### src/rtl/arcade_input_pkg.sv
// Shared PS/2 scan codes, slot kinds and key-map helpers for the arcade input mapper.
package arcade_input_pkg;

  localparam logic [8:0] KEY_UP    = 9'h175;
  localparam logic [8:0] KEY_DOWN  = 9'h172;
  localparam logic [8:0] KEY_LEFT  = 9'h16B;
  localparam logic [8:0] KEY_RIGHT = 9'h174;
  localparam logic [8:0] KEY_SPACE = 9'h029;
  localparam logic [8:0] KEY_LCTRL = 9'h014;
  localparam logic [8:0] KEY_1     = 9'h016;
  localparam logic [8:0] KEY_2     = 9'h01E;
  localparam logic [8:0] KEY_5     = 9'h02E;
  localparam logic [8:0] KEY_6     = 9'h036;
  localparam logic [8:0] KEY_F1    = 9'h005;
  localparam logic [8:0] KEY_F2    = 9'h006;

  localparam int unsigned MAX_SLOTS = 32;

  typedef enum logic [1:0] {
    SLOT_PLAIN,
    SLOT_COIN,
    SLOT_AF
  } slot_kind_t;

  // Returns map with the 9-bit entry for slot replaced by code; chain calls to build a default map.
  function automatic logic [9*MAX_SLOTS-1:0] map_set(input logic [9*MAX_SLOTS-1:0] map,
                                                     input int unsigned slot,
                                                     input logic [8:0] code);
    logic [9*MAX_SLOTS-1:0] r;
    r = map;
    r[9*slot +: 9] = code;
    return r;
  endfunction

  // Coin takes precedence when a slot is flagged as both coin and autofire.
  function automatic slot_kind_t slot_kind(input logic coin, input logic af);
    if (coin)    return SLOT_COIN;
    else if (af) return SLOT_AF;
    else         return SLOT_PLAIN;
  endfunction

endpackage

### src/rtl/input_slot_shaper.sv
// Per-slot output stage: registered button with coin pulse stretching or autofire.
module input_slot_shaper
  import arcade_input_pkg::*;
#(
  parameter slot_kind_t  KIND      = SLOT_PLAIN,
  parameter int unsigned CNT_W     = 21,
  parameter int unsigned COIN_HOLD = 1100000,
  parameter int unsigned AF_DIV    = 183333
) (
  input  logic clk,
  input  logic reset,
  input  logic en,
  input  logic m,
  input  logic af_en,
  output logic btn
);

  localparam logic [CNT_W-1:0] COIN_RELOAD = CNT_W'(COIN_HOLD - 1);
  localparam logic [CNT_W-1:0] AF_RELOAD   = CNT_W'(AF_DIV - 1);
  localparam logic [CNT_W-1:0] ONE         = CNT_W'(1);

  logic             m_q;
  logic             phase_q, phase_n;
  logic             run_q, run_n;
  logic [CNT_W-1:0] cnt_q, cnt_n;
  logic             btn_n;
  logic             rise;

  assign rise = m & ~m_q;

  always_comb begin
    cnt_n   = '0;
    phase_n = 1'b0;
    run_n   = 1'b0;
    btn_n   = m;
    unique case (KIND)
      SLOT_COIN: begin
        if (rise && cnt_q == '0) cnt_n = COIN_RELOAD;
        else if (cnt_q != '0)    cnt_n = cnt_q - ONE;
        btn_n = m | (cnt_q != '0);
      end
      SLOT_AF: begin
        // run_q keeps a hold that started with autofire off from firing until the next press.
        if (af_en && m) begin
          if (rise) begin
            run_n   = 1'b1;
            phase_n = 1'b1;
            cnt_n   = AF_RELOAD;
          end else if (run_q) begin
            run_n = 1'b1;
            if (cnt_q == '0) begin
              phase_n = ~phase_q;
              cnt_n   = AF_RELOAD;
            end else begin
              phase_n = phase_q;
              cnt_n   = cnt_q - ONE;
            end
          end
          btn_n = phase_n;
        end
      end
      default: ;
    endcase
  end

  always_ff @(posedge clk) begin
    if (reset || !en) begin
      m_q     <= 1'b0;
      cnt_q   <= '0;
      phase_q <= 1'b0;
      run_q   <= 1'b0;
      btn     <= 1'b0;
    end else begin
      m_q     <= m;
      cnt_q   <= cnt_n;
      phase_q <= phase_n;
      run_q   <= run_n;
      btn     <= btn_n;
    end
  end

endmodule

### src/rtl/arcade_input_mapper.sv
// Runtime-loadable PS/2 key table merged with joystick bits, feeding per-slot output shapers.
module arcade_input_mapper
  import arcade_input_pkg::*;
#(
  parameter int unsigned            NUM_SLOTS   = 16,
  parameter int unsigned            IDX_W       = $clog2(NUM_SLOTS),
  parameter logic [NUM_SLOTS*9-1:0] DEFAULT_MAP = '0,
  parameter logic [NUM_SLOTS-1:0]   COIN_MASK   = '0,
  parameter logic [NUM_SLOTS-1:0]   AF_MASK     = '0,
  parameter int unsigned            COIN_HOLD   = 1100000,
  parameter int unsigned            AF_DIV      = 183333,
  parameter int unsigned            CNT_W       = 21
) (
  input  logic                 clk,
  input  logic                 reset,
  input  logic [10:0]          ps2_key,
  input  logic [NUM_SLOTS-1:0] joy_in,
  input  logic                 cfg_wr,
  input  logic [IDX_W-1:0]     cfg_idx,
  input  logic [8:0]           cfg_code,
  input  logic                 af_en,
  input  logic                 inputs_en,
  output logic [NUM_SLOTS-1:0] btn_out,
  output logic [NUM_SLOTS-1:0] key_state
);

  if (NUM_SLOTS < 2 || NUM_SLOTS > MAX_SLOTS || COIN_HOLD < 1 || AF_DIV < 1 ||
      64'(COIN_HOLD) >= (64'd1 << CNT_W) || 64'(AF_DIV) >= (64'd1 << CNT_W)) begin : g_bad_params
    $error("arcade_input_mapper: NUM_SLOTS, COIN_HOLD or AF_DIV out of range for CNT_W");
  end

  logic [8:0]           key_table [NUM_SLOTS];
  logic                 tog_q;
  logic                 primed_q;
  logic                 key_event;
  logic [NUM_SLOTS-1:0] hit;
  logic [NUM_SLOTS-1:0] merged;

  // primed_q suppresses the toggle comparison until tog_q has sampled a real value after reset.
  assign key_event = primed_q & (ps2_key[10] ^ tog_q);
  assign merged    = key_state | joy_in;

  always_comb begin
    hit = '0;
    for (int unsigned i = 0; i < NUM_SLOTS; i++)
      hit[i] = (key_table[i] == ps2_key[8:0]) && (ps2_key[8:0] != 9'h000);
  end

  always_ff @(posedge clk) begin
    if (reset) begin
      tog_q     <= 1'b0;
      primed_q  <= 1'b0;
      key_state <= '0;
      for (int unsigned i = 0; i < NUM_SLOTS; i++)
        key_table[i] <= DEFAULT_MAP[9*i +: 9];
    end else begin
      tog_q    <= ps2_key[10];
      primed_q <= 1'b1;
      for (int unsigned i = 0; i < NUM_SLOTS; i++) begin
        if (cfg_wr && cfg_idx == IDX_W'(i)) begin
          key_table[i] <= cfg_code;
          key_state[i] <= 1'b0;
        end else if (!inputs_en) begin
          key_state[i] <= 1'b0;
        end else if (key_event && hit[i]) begin
          key_state[i] <= ps2_key[9];
        end
      end
    end
  end

  for (genvar g = 0; g < NUM_SLOTS; g++) begin : g_slot
    input_slot_shaper #(
      .KIND      (slot_kind(COIN_MASK[g], AF_MASK[g])),
      .CNT_W     (CNT_W),
      .COIN_HOLD (COIN_HOLD),
      .AF_DIV    (AF_DIV)
    ) u_shaper (
      .clk   (clk),
      .reset (reset),
      .en    (inputs_en),
      .m     (merged[g]),
      .af_en (af_en),
      .btn   (btn_out[g])
    );
  end

endmodule

### config.mk
export PLATFORM = sky130hd
export DESIGN_NAME = arcade_input_mapper
export DESIGN_NICKNAME = d
export VERILOG_FILES = /design/src/rtl/arcade_input_pkg.sv /design/src/rtl/input_slot_shaper.sv /design/src/rtl/arcade_input_mapper.sv
export SDC_FILE = /design/constraint.sdc
export NUM_CORES = 1
export LEC_CHECK = 0
export CORE_UTILIZATION = 55
export DETAILED_ROUTE_END_ITERATION = 8
export PLACE_DENSITY_LB_ADDON = 0.1
export RECOVER_POWER = 25
export SLEW_MARGIN = 20
export SYNTH_ARGS = -nofsm -noshare
export SYNTH_HDL_FRONTEND = slang
export SYNTH_SLANG_ARGS = --single-unit
### constraint.sdc
create_clock -name clk -period 2.5 [get_ports clk]
set_clock_uncertainty 0.1 [all_clocks]
set_input_delay 0.5 -clock clk [delete_from_list [all_inputs] [get_ports clk]]
set_output_delay 0.5 -clock clk [all_outputs]
set_load 0.01 [all_outputs]
Word level (Yosys, flattened, before mapping)
Memories as Yosys holds them, arrays and structs flattened.
Index checks and enable logic that the tools add are counted.
{"block": "word_totals", "ramBits": 144, "reg_bits": 34, "elab_cells": 221, "n_memories": 1}
{"name": "key_table", "depth": 16, "width": 9, "rd": 16, "rd_ports_with_merged_regs": 0, "wr": 16, "line": "arcade_input_mapper.sv:32", "text": "logic [8:0] key_table [NUM_SLOTS];"}
{"block": "op_classes", "muxes": 67, "n_reduce_logical": 68, "bitwise": 20, "n_eq_ne": 31}
{"cell": "equality test 9 bit", "n": 16}
{"cell": "two-way mux 9 bit", "n": 16}
{"cell": "two-way mux 1 bit", "n": 51}
{"cell": "logical AND 1 bit", "n": 48}
{"cell": "OR reduction 3 bit", "n": 16}
{"cell": "equality test 4 bit, second input constant", "n": 8}
{"cell": "equality test 4 x 3 -> 1 bit, second input constant", "n": 4}
{"cell": "OR 1 bit", "n": 16}
{"cell": "OR 16 bit", "n": 1}
{"cell": "nonzero test 9 bit", "n": 1}
{"cell": "equality test 4 x 2 -> 1 bit, second input constant", "n": 2}
{"cell": "equality test 4 x 1 -> 1 bit, second input constant", "n": 1}
{"cell": "zero test 4 bit", "n": 1}
{"cell": "bitwise AND 1 bit", "n": 1}
{"cell": "zero test 1 bit", "n": 1}
{"cell": "logical OR 1 bit", "n": 1}
{"cell": "inverter 1 bit", "n": 1}
{"cell": "XOR 1 bit", "n": 1}

Logic depth before layout (Yosys ltp)
{"block": "depth", "ltp_word": 6, "mapped_depth": 8, "mapped_depth_nobuf": 5}

By module
A second synthesis with hierarchy kept.
{"block": "unflattened", "hier_cells": 673, "area_unflattened_um2": 8144.1}
{"module": "arcade_input_mapper", "cells_per_inst": 641, "area_per_inst_um2": 7683.6, "n_inst": 1}
{"module": "input_slot_shaper", "cells_per_inst": 2, "area_per_inst_um2": 28.8, "n_inst": 16}

Worst setup path after synthesis
No wires, ideal clock.
{"block": "synth_path", "path_type": "input-to-reg", "start": "input cfg_idx[0]", "end": "memory key_table[9][1], in the netlist key_table[1][10] (enable)", "n_path_buf": 2, "arrival_ns": 1.601, "required_time_ns": 2.066, "path_slack_ns": 0.465, "path_stages": 4, "cell_sequence": "clkbuf_1 -> or3b_2 -> buf_2 -> nand2_1"}
{"item": "from (decl)", "line": "arcade_input_mapper.sv:19", "text": "input logic [IDX_W-1:0] cfg_idx,"}
{"item": "to (decl)", "line": "arcade_input_mapper.sv:32"}

==> results.toml <==
[die]
die_w_um = 124
die_h_um = 124
pin_count = 77
rows = 44
die_area_um2 = 15500
core-area_um2 = 14600
start_util_pct = 56.4

[critical_path]
crit_start = "cfg_idx[2]"
slowest_stage = "dlygate4sd3_1"
start_kind = "input pin"
crit_path_end = "key_table[1][12]"
rrSetupSlack_ns = 0.76
crit_required_ns = 2.48
crit_chain = "dlygate4sd3_1 -> nand3b_1 -> or3b_2 -> nand2_1"
max_stage_delay_ns = 0.58
rr_endpoint = "key_state[3]"
ff2ff_path_depth = 5
critical_path.max_fanout = 9
crit_path_end_kind = "flip-flop"
arrival_ns = 2.16
criticalPathCategory = "in -> reg"
reg2reg_from = "tog_q"

[final_layout]
fillers = 1103
design_area_um2 = 9930
stdcell_count = 996
drive_above_1_share_pct = 12.6
seqCellArea_um2 = 5000
layout_commonest_cell = "edfxtp_1"
fin_nets = 844
antenna_cells = 0
synthToLayoutAreaGrowth_pct = 20.7
mostFrequentLayoutCells = "edfxtp_1, xnor2_1, nor2_1"
multiInputGateArea_um2 = 2780

[pwr]
ir_drop_mv = 0.490
finalPower_w = 0.00675
p_leak_nw = 3.32
powerDensity_nw_per_um2 = 680

[detailed_routing]
drc_errors = 0
drtIter0Drc = 350
avgRoutedWirePerCell_um = 19.7
wirelength_um = 19600
antenna_left = 0
vias = 5535
drt_pass1_iterations = 5
via_per_inst = 5.56

[clock_tree]
cts_resized = 0
postCtsSetupBuffers = 0
cts_sinks = 178
cts_buffer_depth = 2
postCtsHoldBufs = 0
cts_tree = "done"
clkTransAtPathRegs_ns = 0.06
cts_root_buffer = "clkbuf_16"
cts-htree-levels = 4
clk_latency_ns = 0.42
cts-buffers-inserted = 17

[sta]
final.min_clock_period_ns = 2.18
tns_ns = 0
max_freq_ghz = 0.459
max_slew_margin_pct = 57.0
worst_slew_pin_slew_ns = 0.646
finalCritPeriodShare_pct = 87.1
slew_violations = 0
rsz0062_at_grt = "no"
hold_viol = 0
final-setup-viol-count = 0

[placed_design]
dp_cells = 964
place.gp.congestion = 0.773
place_area_um2 = 9440
io_buffers = 75
post-dp-hpwl_um = 14000

[yosys]
synth_top_family_by_area = "XOR/XNOR gates"
seq_area_frac_synth_pct = 60.8
yosys.area_share.simple_pct = 14.8
ys_types = 35
ys_warn_count = 0
synth_compound_area_share_pct = 3.48
yosys.area_share.xor_xnor_pct = 15.4
syn_nets = 746
syn_inst = 701
synth_mux_area_share_pct = 0.122
syn_area_per_cell_um2 = 11.7
syn_area_um2 = 8230
ys_ff_latch = 178
synth-adder-area-share_pct = 0

[global_routing]
antenna_found_initial = 0
grt_max_degree = 27
grt.total_usage_pct = 26.6
grt_pass1_vias = 5616
grt_pass1_wl_um = 30400
grt-ovfl-total = 0

[outcome]
status = "finished, final reports clean"

[hold_path]
holdCritPathClass = "reg -> reg"

[job]
drv_cap = 0
## cells in the mapped netlist (all sizes together)
cell type | n | area share [%]
a211oi | 2 | 0.18
xor2 | 4 | 0.43
nand2 | 59 | 2.7
nand3b | 1 | 0.091
or3 | 1 | 0.076
buf | 39 | 3.7
nand2b | 1 | 0.076
clkinv | 1 | 0.046
nor3 | 16 | 0.97
clkbuf | 25 | 1.1
dfxtp | 34 | 8.3
nor2b | 3 | 0.23
xnor2 | 141 | 15
nand3 | 36 | 2.9
o21ai | 4 | 0.24
o41ai | 15 | 2.0
a21oi | 12 | 0.91
nor2 | 126 | 5.7
nor3b | 1 | 0.091
inv | 11 | 0.50
mux2i | 1 | 0.12
nand4 | 17 | 1.3
or3b | 1 | 0.11
nor4 | 2 | 0.33
a31oi | 1 | 0.076
and3 | 2 | 0.15
edfxtp | 144 | 53
a221oi | 1 | 0.11
## worst max-delay path, delay by kind of cell
kind	cells	cell delay, ns
buffers and inverters	1	0.58
AND/OR/NAND/NOR	3	1.08
## logic make-up after synthesis
family,after synthesis
buffers and inverters,76
XOR/XNOR,145
AND/OR/NAND/NOR,266
multiplexers,1
flip-flops,178
AO/OA/AOI/OAI,35
## routing by layer
| layer | routed length [µm] | track usage [%] | part of all wire, % |
|---|---|---|---|
| met1 | 7790 | 32.5 | 40 |
| met2 | 9880 | 45.2 | 51 |
| met3 | 1260 | 5.54 | 6.4 |
| met4 | 637 | 12.0 | 3.3 |
| met5 | 0 | 0 | 0 |
## per-stage QoR
stage	utilization, %	hold WS [ns]	setup slack [ns]
finish	68.1	0.384	0.322
detailed placement	64.7	0.375	-0.0294
floorplan	-	0.395	0.465
global route	68.1	0.403	0.245
global placement	64.7	0.371	0.00432
CTS	68.5	0.385	0.409
## power breakdown
part,switching (W),internal (W)
clock,0.00107,0.00142
combinational,0.000430,0.000368
sequential,0.0000769,0.00339
## area by class of cell
type	instances	share of cell area (%)
Clock buffer	23	4.71
Clock inverter	9	0.831
Inverter	12	0.453
Multi-Input combinational cell	447	28.0
Sequential cell	178	50.4
Tap cell	184	2.32
Timing Repair Buffer	143	13.3
## flip-flops by register name, indices dropped and copies added, names as in the netlist
| register | cells |
|---|---|
| key_table | 144 |
| tog_q | 1 |
| g_slot.u_shaper.btn | 16 |
| primed_q | 1 |
| key_state | 16 |
## worst min-delay path by stage
stage / depth (start not counted) / slack, ns / end / startpoint
final: 2 / 0.38 / key_state[10] / key_state[10]
after global routing: 2 / 0.40 / key_state[11] / key_state[11]
after CTS: 2 / 0.39 / key_state[5] / key_state[5]
after detailed placement: 2 / 0.37 / key_state[10] / key_state[10]
after global placement: 2 / 0.37 / key_state[10] / key_state[10]
after floorplan: 2 / 0.39 / key_state[7] / key_state[7]
Power figures use the tool's default switching activity.
